## src/rtl/spi_rx_slave.sv

```systemverilog
// SPI receive endpoint: synchronizes the SPI pins into clk, shifts one DATA_WIDTH-bit word per
// chip-select frame MSB first, and presents it on a valid/ready interface.
module spi_rx_slave #(
  parameter int unsigned DATA_WIDTH  = 16,
  parameter int unsigned SYNC_STAGES = 2
) (
  input  logic                              clk,
  input  logic                              reset,
  input  logic                              spi_cs_l,
  input  logic                              spi_sclk,
  input  logic                              spi_data,
  output logic [DATA_WIDTH-1:0]             rx_data,
  output logic                              rx_valid,
  input  logic                              rx_ready,
  output logic                              overrun,
  output logic                              frame_err,
  output logic                              busy,
  output logic [$clog2(DATA_WIDTH+1)-1:0]   bit_count
);

  localparam int unsigned CntW = $clog2(DATA_WIDTH + 1);
  localparam logic [CntW-1:0] DwCnt = CntW'(DATA_WIDTH);

  typedef enum logic [1:0] {StWaitCs, StIdle, StShift, StDone} state_e;

  logic [SYNC_STAGES-1:0] cs_sync_q, sclk_sync_q, data_sync_q;
  logic                   sclk_prev_q;
  logic                   cs_s, sclk_s, data_s, sclk_rise;

  state_e                 state_q, state_d;
  logic [DATA_WIDTH-1:0]  shift_q, shift_d;
  logic [DATA_WIDTH-1:0]  rx_data_q, rx_data_d;
  logic [CntW-1:0]        cnt_q, cnt_d;
  logic                   extra_q, extra_d;
  logic                   rx_valid_q, rx_valid_d;
  logic                   overrun_q, overrun_d;
  logic                   ferr_q, ferr_d;
  logic                   complete;

  assign cs_s      = cs_sync_q[SYNC_STAGES-1];
  assign sclk_s    = sclk_sync_q[SYNC_STAGES-1];
  assign data_s    = data_sync_q[SYNC_STAGES-1];
  assign sclk_rise = sclk_s & ~sclk_prev_q;

  // Reset values (cs=0, sclk=1) keep a frame from starting until CS is seen high.
  always_ff @(posedge clk) begin
    if (reset) begin
      cs_sync_q   <= '0;
      sclk_sync_q <= '1;
      data_sync_q <= '0;
      sclk_prev_q <= 1'b1;
    end else begin
      cs_sync_q   <= {cs_sync_q[SYNC_STAGES-2:0], spi_cs_l};
      sclk_sync_q <= {sclk_sync_q[SYNC_STAGES-2:0], spi_sclk};
      data_sync_q <= {data_sync_q[SYNC_STAGES-2:0], spi_data};
      sclk_prev_q <= sclk_s;
    end
  end

  always_comb begin
    state_d    = state_q;
    shift_d    = shift_q;
    cnt_d      = cnt_q;
    extra_d    = extra_q;
    rx_data_d  = rx_data_q;
    rx_valid_d = rx_valid_q & ~rx_ready;
    overrun_d  = 1'b0;
    ferr_d     = 1'b0;
    complete   = 1'b0;
    unique case (state_q)
      StWaitCs: begin
        if (cs_s) state_d = StIdle;
      end
      StIdle: begin
        cnt_d   = '0;
        extra_d = 1'b0;
        if (!cs_s) begin
          shift_d = '0;
          state_d = StShift;
        end
      end
      StShift: begin
        if (sclk_rise) begin
          shift_d = {shift_q[DATA_WIDTH-2:0], data_s};
          cnt_d   = cnt_q + 1'b1;
          if (cnt_d == DwCnt) begin
            complete  = 1'b1;
            rx_data_d = shift_d;
            state_d   = StDone;
          end
        end
        // The CS check sees the count after any edge taken this cycle.
        if (cs_s) begin
          ferr_d  = (cnt_d != '0) && (cnt_d != DwCnt);
          cnt_d   = '0;
          state_d = StIdle;
        end
      end
      StDone: begin
        if (sclk_rise) extra_d = 1'b1;
        if (cs_s) begin
          ferr_d  = extra_d;
          extra_d = 1'b0;
          cnt_d   = '0;
          state_d = StIdle;
        end
      end
      default: state_d = StWaitCs;
    endcase
    if (complete) begin
      rx_valid_d = 1'b1;
      overrun_d  = rx_valid_q & ~rx_ready;
    end
  end

  always_ff @(posedge clk) begin
    if (reset) begin
      state_q    <= StWaitCs;
      shift_q    <= '0;
      rx_data_q  <= '0;
      cnt_q      <= '0;
      extra_q    <= 1'b0;
      rx_valid_q <= 1'b0;
      overrun_q  <= 1'b0;
      ferr_q     <= 1'b0;
    end else begin
      state_q    <= state_d;
      shift_q    <= shift_d;
      rx_data_q  <= rx_data_d;
      cnt_q      <= cnt_d;
      extra_q    <= extra_d;
      rx_valid_q <= rx_valid_d;
      overrun_q  <= overrun_d;
      ferr_q     <= ferr_d;
    end
  end

  assign rx_data   = rx_data_q;
  assign rx_valid  = rx_valid_q;
  assign overrun   = overrun_q;
  assign frame_err = ferr_q;
  assign busy      = (state_q == StShift) || (state_q == StDone);
  assign bit_count = cnt_q;

endmodule
```

## config.mk

```make
export PLATFORM = sky130hd
export DESIGN_NAME = spi_rx_slave
export DESIGN_NICKNAME = d
export VERILOG_FILES = /design/src/rtl/spi_rx_slave.sv
export SDC_FILE = /design/constraint.sdc
export NUM_CORES = 1
export LEC_CHECK = 0
export ABC_CLOCK_PERIOD_IN_PS = 2180
export BUFFER_PORTS_ARGS = -buffer_cell sky130_fd_sc_hd__buf_2
export CAP_MARGIN = 30
export CORE_MARGIN = 1
export CORE_UTILIZATION = 55
export DETAILED_ROUTE_END_ITERATION = 8
export GPL_TIMING_DRIVEN = 0
export PLACE_DENSITY = 0.84
export SLEW_MARGIN = 15
export SYNTH_ARGS = -nofsm -noshare
export SYNTH_HDL_FRONTEND = slang
export SYNTH_SLANG_ARGS = --single-unit
```

## constraint.sdc

```tcl
create_clock -name clk -period 2.18 [get_ports clk]
set_input_delay 0.436 -clock clk [delete_from_list [all_inputs] [get_ports clk]]
set_output_delay 0.436 -clock clk [all_outputs]
set_load 0.01 [all_outputs]
```

# Word-level counts from Yosys, hierarchy flattened
# Index checks and enable logic that the tools add are counted.
# op_classes
add_sub_neg,1
eq_ne,11
muxes,24
n_bitwise,5
reduce_logical,13
# ops
operator,count
$mux 15,2
$pmux 15 s2,1
$mux 5,4
$pmux 5 s3,1
$mux 2,5
$mux 1,8
$ne 2x2->1 const B,3
$ne 3x3->1 const B,2
$pmux 2 s3,1
$reduce_and 3->1,2
$add 5x1->5 const B,1
$eq 5x5->1 const B,1
$ne 5x5->1 const B,1
$reduce_bool 5->1,1
$eq 2x2->1 const B,2
$pmux 1 s2,2
$reduce_and 4->1,1
$reduce_bool 2->1,2
$reduce_or 2->1,2
$not 1->1,3
$reduce_bool 3->1,1
$and 1x1->1,2
$eq 2x1->1 const B,1
$logic_not 2->1,1
other kinds (4),4
# word_totals
reg_bits,49
in_bits,6
output_inout_bits,25
wordCells,66

# Depth between registers and ports, before layout
# Gate-level depths: netlist of run 1.
# logic_depth
word_depth,8
mapped_depth,7
ltp_nobuf,6

# Worst setup path after synthesis of run 1
# OpenSTA, ideal clock, no wires.
# synth_path
kind,register -> register
startpoint,"register cnt_q[0], in the netlist bit_count[0]"
endpoint,register state_q[0]
setup_time_ns,0.121
arrival_ns,1.599
t_required_ns,2.059
slack_ns,0.459
stages_incl_launch_ff,6
path_buffers,0
synth_period_minus_slack_ns,1.721
path_cell_list,dfxtp_1 > ha_1 > and3b_4 > and4_4 > o32a_1 > mux2_4
# synth_between
elab_chain_len,4
# synth_rtl
element,line_no,source
"start, declared",33,"logic [CntW-1:0] cnt_q, cnt_d;"
"start signal, assigned",130,cnt_q <= cnt_d;
$add 5x1->5,85,cnt_d = cnt_q + 1'b1;
$eq 5x5->1,86,if (cnt_d == DwCnt) begin
$ne 3x3->1 (no source line),--,
$reduce_and 4->1 (no source line),--,
"end signal, assigned",118,state_q <= StWaitCs;
"end signal, assigned",127,state_q <= state_d;
"end, declared",30,"state_e state_q, state_d;"
# Every way passes these cells.
# A chain may end at the register's enable or synchronous reset.

# Worst setup path in the final report of run 1
# layout_path
startpoint,register state_q[0]
endpoint,output busy
# layout_between
elab_chain_len,2
word_cells_on_any_way,3
classes_between,eq/ne (2); reduce/logical (1)
# layout_rtl
element,line_no,source
$eq 2x2->1,142,assign busy = (state_q == StShift) || (state_q == StDone);
$logic_or 1x1->1 *,142,
"end, declared",17,"output logic busy,"
# Every way passes the cells marked *; elsewhere a longest branch is shown, timed or not.

==> results of run 1 <==
## worst paths after layout
path | from | to | slack (ns)
max reg2reg | bit_count[0] | rx_data[12] | 0.29
min | spi_sclk | sclk_sync_q[0] | 0.32
max | state_q[0] | busy | 0.11
min reg2reg | sclk_sync_q[0] | sclk_sync_q[1] | 0.42
## power groups by stage
stage          clock [uW]  combinational (uW)  sequential, uW
2_1_floorplan           0                 444             958
6_report              646                 577             944
4_1_cts               655                 569             942
3_3_place_gp            0                 557             961
3_5_place_dp            0                 561             963
5_1_grt               699                 621             948
## area by class of cell
cell class / instances / share of cell area
Multi-Input combinational cell: 172 / 0.417
Sequential cell: 49 / 0.410
Timing Repair Buffer: 30 / 0.0627
Buffer: 15 / 0.0314
Clock buffer: 6 / 0.0303
Tap cell: 46 / 0.0240
Clock inverter: 2 / 0.0162
Inverter: 5 / 0.00784
## stage by stage
step                      worst slack (ns)  instance area (um^2)  total power, uW  utilization  std cells
final                                0.108                  2390             2170        0.690        325
after global routing                0.0606                  2390             2270        0.690        325
after CTS                           0.0636                  2390             2170        0.690        325
after detailed placement             0.261                  2280             1520        0.657        317
after global placement               0.320                  2280             1520        0.657        317
after floorplan                      0.459                  2070             1400            -        241
## worst max-delay path, stage by stage (launching register included)
cell and delay, ns:
dfxtp_2 0.36, inv_1 0.08, ha_2 0.23, buf_2 0.20
or2_2 0.32, buf_2 0.14
## registers in the layout, summed over array words and instances, names as in the netlist
name,cells
extra_q,1
rx_valid,1
data_sync_q,2
state_q,2
shift_q,15
frame_err,1
overrun,1
rx_data,16
sclk_sync_q,2
bit_count,5
cs_sync_q,2
sclk_prev_q,1
## layout by cell type (no fill, tap or decap), types with 3 or more instances in the layout
cell / instances
dfxtp_1: 48
nor3_1: 3
clkbuf_8: 5
nand3_1: 36
a21oi_1: 37
buf_2: 33
o21ai_0: 11
nor2b_1: 4
ha_1: 5
inv_1: 5
nand2b_1: 5
clkbuf_1: 10
nand2_1: 21
nor2_1: 9
or2_2: 4
o21ai_1: 10
## cells by family (layout without fill, tap and decap cells)
| group | Yosys count | in the layout |
|---|---|---|
| flip-flops | 49 | 49 |
| buffers and inverters | 20 | 58 |
| adder cells (fa/ha/maj) | 6 | 6 |
| AND/OR/NAND/NOR | 95 | 95 |
| XOR/XNOR | 2 | 2 |
| multiplexers | 1 | 1 |
| AO/OA/AOI/OAI | 68 | 68 |
## metal layers
layer	track usage	up-vias
met4	0.0994	0
met5	0	-
met3	0.0507	7
met2	0.336	51
li1	-	920
met1	0.332	859
## what timing repair did
item / in CTS / in global routing
gates cloned: 0 / 0
gates resized for setup: 1 / 1
setup endpoints to repair: 1 / 1
endpoints found under the hold margin: 0 / 0
==> flow_summary.json, run 1 <==
{
  "synth_flop_cell": "dfxtp_1",
  "holdWs_ns": 0.318,
  "drive_above_1_share": 0.204,
  "fin_crit_sh": 0.950,
  "cap_violations": 0,
  "num_rows": 21,
  "fmax_mhz": 483,
  "fin_setup_tns_ns": 0,
  "syn_to_final_growth_pct": 15.6,
  "wl_met2_mm": 1.90,
  "track_usage": 0.233,
  "synth.most_common_cell": "dfxtp_1",
  "clk_latency_ns": 0.30,
  "fin_crit_ns": 2.07,
  "seqPwrFrac": 0.436,
  "power_density_nw_per_um2": 905,
  "multiInputGateArea_um2": 998,
  "dr_total_vias": 1837,
  "slew-limit-headroom": 0.688,
  "rsz0062_at_grt": "false",
  "synth_compound_area_frac": 0.185,
  "synth_cells": 241,
  "reg2reg_depth": 6,
  "power.internal_uw": 1470,
  "netlist.top_cell.by_area": "dfxtp_1",
  "layout.nets": 290,
  "holdBufCountCts": 0,
  "cts_tree": "done",
  "cts_buffers": 5,
  "die_area_um2": 4010,
  "hold_path_depth": 2,
  "clk_pin_slew_ns": 0.08,
  "grt_pass1_vias": 1602,
  "cts.sinks": 49,
  "synthDominantCellAreaShare": 0.474,
  "syn_area_per_cell_um2": 8.59,
  "synth_cell_type_count": 41,
  "required_ns": 1.74,
  "grt_max_degree": 16,
  "drtAntennaViolNets": 0,
  "ys_seq_area_frac": 0.474,
  "gp_routability_congestion": 0.814,
  "irDropWorstVdd_mv": 0.534,
  "register_area_um2": 982,
  "synthMuxAreaShare": 0.00725,
  "diodes": 0,
  "avgRoutedWirePerCell_um": 13.4,
  "synth_top_family_by_area": "simple AND/OR/NAND/NOR gates",
  "via_per_inst": 5.65,
  "async_flop_share": 0,
  "start_util": 0.597,
  "clkPwrFrac": 0.298,
  "grt_overflow": 0,
  "hpwl_mm": 3.07,
  "drtIter0Drc": 149,
  "synth.area.top_cells": "dfxtp_1 (47%), a21oi_1 (8.9%), nand3_1 (8.7%)",
  "core_um2": 3470,
  "die_width_um": 63.4,
  "synth_edf_count": 0,
  "cts_buffer_depth": 2,
  "synthXorXnorAreaFrac": 0.00846,
  "grt_pass1_wl_mm": 7.35,
  "status": "finished, final reports clean",
  "skew_ns": 0.00614,
  "p_sw_frac": 0.321,
  "dieHeight_um": 63.4,
  "p_leak_uw": 0.000937,
  "crit_type": "flip-flop to output port",
  "maxSlewViolCount": 0,
  "route.detailed.drc": 0,
  "synth_warnings": 0,
  "met3_length_um": 183,
  "wl_mm": 4.37,
  "post_cts_buffers": 0,
  "synth_seq_cells": 49,
  "fillers": 298,
  "combPwrFrac": 0.266,
  "hold_viol": 0,
  "top_layer_used": "met4",
  "synth_nets": 253,
  "synthAdderAreaFrac": 0.0363,
  "p_switching_uw": 696,
  "drt-pass1-iter-count": 4,
  "end_kind": "output port",
  "cts-root-buf": "clkbuf_8",
  "synth-simple-area-share": 0.244,
  "num_io_pins": 31,
  "port_buffers": 30,
  "critPathLaunchType": "flip-flop",
  "met1_length_mm": 2.23,
  "synth_area_um2": 2070,
  "cp_data_arrival_time_ns": 1.64,
  "path_max_fanout": 10,
  "h-tree-depth": 2,
  "worstMarginPinSlew_ns": 0.469,
  "synthTopCellsByCount": "dfxtp_1 (49), a21oi_1 (37), nand3_1 (36)",
  "setup_violations": 0,
  "antenna_found_initial": 0,
  "worstHoldPathType": "input port to flip-flop"
}
No activity file was read; power rests on OpenSTA's default activity.
==> inputs of run 2 (changes only) <==
--- a/config.mk
+++ b/config.mk
@@ -5,14 +5,15 @@
 export SDC_FILE = /design/constraint.sdc
 export NUM_CORES = 1
 export LEC_CHECK = 0
+export ABC_AREA = 1
 export ABC_CLOCK_PERIOD_IN_PS = 2180
 export BUFFER_PORTS_ARGS = -buffer_cell sky130_fd_sc_hd__buf_2
 export CAP_MARGIN = 30
 export CORE_MARGIN = 1
-export CORE_UTILIZATION = 55
+export CORE_UTILIZATION = 56
 export DETAILED_ROUTE_END_ITERATION = 8
 export GPL_TIMING_DRIVEN = 0
-export PLACE_DENSITY = 0.84
+export PLACE_DENSITY = 0.85
 export SLEW_MARGIN = 15
 export SYNTH_ARGS = -nofsm -noshare
 export SYNTH_HDL_FRONTEND = slang
==> run 2 against run 1 <==
Against the previous run:
- clock skew decreased by 0.0025 ns
- sequential share of layout area is 2.4 points lower
- setup slack improved by 0.14 ns
- register-to-register slack improved by 0.16 ns
- non-clock buffer count is 2 lower
- routed wire length shrank 2.5%
- total power fell by 14%
- sequential power is 1% lower
- maximum frequency rose by 7.3%
- area after synthesis rose by 8.8%
- clock-buffer cell count decreased by 1
- largest power group unchanged
==> flow_summary.json, run 2 <==
{
  "port_buffers": 30,
  "path_max_fanout": 9,
  "fillers": 326,
  "diodes": 0,
  "clkPwrFrac": 0.262,
  "worstHoldPathType": "input port to flip-flop",
  "synth_cells": 297,
  "grt_pass1_vias": 1733,
  "route.detailed.drc": 0,
  "cpMaxStageDelayCell": "dfxtp_1",
  "irDropWorstVdd_mv": 0.542,
  "synth_area_um2": 2250,
  "synth.most_common_cell": "nand2_1",
  "design_area_um2": 2540,
  "antenna_found_initial": 0,
  "largest_reg_flops": 16,
  "crit_type": "flip-flop to output port",
  "synth_flop_cell": "dfxtp_1",
  "synth_warnings": 0,
  "dieHeight_um": 65.4,
  "holdBufCountCts": 0,
  "skew_ns": 0.00367,
  "maxSlewViolCount": 0,
  "grt_pass1_wl_mm": 7.25,
  "dpl_cell_area_um2": 2460,
  "clk_latency_ns": 0.29,
  "h-tree-depth": 2,
  "p_sw_frac": 0.316,
  "ys_seq_area_frac": 0.436,
  "slowest_delay_ns": 0.42,
  "final_cell_mix": "nand2_1 (80), dfxtp_1 (49), nor2_1 (43), inv_1 (33), buf_2 (33)",
  "synth_seq_cells": 49,
  "start_util": 0.597,
  "fmax_mhz": 518,
  "drtAntennaViolNets": 0,
  "post_cts_buffers": 0,
  "path_buf_inv": 4,
  "num_rows": 22,
  "grt_overflow": 0,
  "required_ns": 1.74,
  "cp_top_family": "buffers and inverters",
  "via_per_inst": 4.92,
  "dr_total_vias": 1874,
  "cts_buffers": 5,
  "synth_edf_count": 0,
  "wl_mm": 4.26,
  "netlist.top_cell.by_area": "dfxtp_1",
  "combPwrFrac": 0.238,
  "avgRoutedWirePerCell_um": 11.2,
  "crit_chain": "inv_1 > ha_1 > buf_2 > inv_2 > nand2_1 > buf_2",
  "critPathLaunchType": "flip-flop",
  "rsz0062_at_grt": "false",
  "clk_pin_slew_ns": 0.08,
  "syn_area_per_cell_um2": 7.58,
  "num_io_pins": 31,
  "cts_tree": "done",
  "fin_crit_ns": 1.93,
  "end_kind": "output port",
  "die_area_um2": 4280,
  "layout.nets": 346,
  "grt_max_degree": 14,
  "worstMarginPinSlew_ns": 0.693,
  "cts_buffer_depth": 2,
  "cts-root-buf": "clkbuf_8",
  "synthTopCellsByCount": "nand2_1 (80), dfxtp_1 (49), nor2_1 (43)",
  "power.internal_uw": 1270,
  "p_leak_uw": 0.00107,
  "track_usage": 0.224,
  "die_width_um": 65.4,
  "drt-pass1-iter-count": 4,
  "cap_violations": 0,
  "p_switching_uw": 590,
  "postLayoutCoreUtil": 0.673,
  "worst_path_most_repeated_cell": "buf_2",
  "drtIter0Drc": 101,
  "drive_above_1_share": 0.240,
  "synth_cell_type_count": 31,
  "async_flop_share": 0,
  "cts.sinks": 49,
  "synthDominantCellAreaShare": 0.436,
  "final_common_cell": "nand2_1",
  "hold_viol": 0,
  "synth.area.top_cells": "dfxtp_1 (44%), nand2_1 (13%), nor2_1 (7.2%)",
  "gp_routability_congestion": 0.867,
  "slew-limit-headroom": 0.538,
  "hpwl_mm": 3.10,
  "cp_data_arrival_time_ns": 1.49,
  "power_density_nw_per_um2": 735,
  "fin_crit_sh": 0.885,
  "seqPwrFrac": 0.501,
  "syn_to_final_growth_pct": 12.6,
  "cts_resized": 0,
  "fin_setup_tns_ns": 0,
  "setup_violations": 0,
  "core_um2": 3770,
  "synth_nets": 309,
  "status": "finished, final reports clean"
}
run 2: changes by cell type after synthesis, moves of 5 or more:
cell	before	now
nand2_1	21	80
nor2_1	9	43
inv_1	5	33
a21oi_1	37	13
nand3_1	36	12
nand3_2	0	11
a21oi_2	0	10
o21ai_0	11	1
o21ai_1	10	2
clkbuf_1	9	2
nand2b_1	5	0
run 2: final cells by class:
type,instances,area (um^2),area share
clock inverters,1,5.00,0.00197
flip-flops and latches,49,981,0.387
plain buffers,13,103,0.0405
repair buffers,30,150,0.0592
multi-input cells,196,1020,0.401
clock buffers,5,68.8,0.0271
inverters,39,151,0.0597
well taps,48,60.1,0.0237
run 2: per-stage QoR:
step,hold WS [ns],total power [uW],instances,setup slack [ns]
final,0.326,1860,381,0.250
after floorplan,0.388,1310,297,0.676
after CTS,0.320,1880,381,0.236
after global placement,0.391,1390,375,0.519
after detailed placement,0.400,1400,375,0.482
after global routing,0.329,1970,381,0.152
run 2: metal layers:
metal | wire [um] | track usage
met1 | 1960 | 0.270
met2 | 2020 | 0.380
met3 | 212 | 0.0521
met4 | 59 | 0.0897
met5 | 0 | 0
run 2: power by group through the flow:
| stage | Clock [uW] | Sequential (uW) | Combinational [uW] |
|---|---|---|---|
| 3_5_place_dp | 0 | 953 | 445 |
| 2_1_floorplan | 0 | 950 | 358 |
| 6_report | 488 | 933 | 443 |
| 4_1_cts | 499 | 932 | 446 |
| 3_3_place_gp | 0 | 953 | 434 |
| 5_1_grt | 538 | 936 | 499 |
run 2: logic make-up (layout without fill, tap and decap cells):
family	count (synthesis)	after routing	synth area share
simple gates	159	159	0.326
buf+inv	52	88	0.113
flops	49	49	0.436
compound gates	30	30	0.0883
fa+ha+maj	6	6	0.0333
xor+xnor	1	1	0.00389
run 2: path summary, 6_finish.rpt:
kind / slack (ns) / start / depth (start not counted) / end
worst max-delay path: 0.25 / state_q[0] / 6 / busy
worst min-delay path: 0.33 / spi_sclk / 2 / sclk_sync_q[0]
worst max register to register: 0.45 / state_q[0] / 9 / shift_q[5]
worst min register to register: 0.41 / data_sync_q[0] / 2 / data_sync_q[1]
run 2: worst register-to-register path, cell delays in order (launching register included):
cell and delay (ns):
dfxtp_1 0.42, inv_1 0.09, ha_1 0.19, buf_2 0.19, nand2_4 0.11, o21ai_2 0.07, nand2_4 0.12, buf_2 0.23
nand2_1 0.11, a21oi_2 0.14
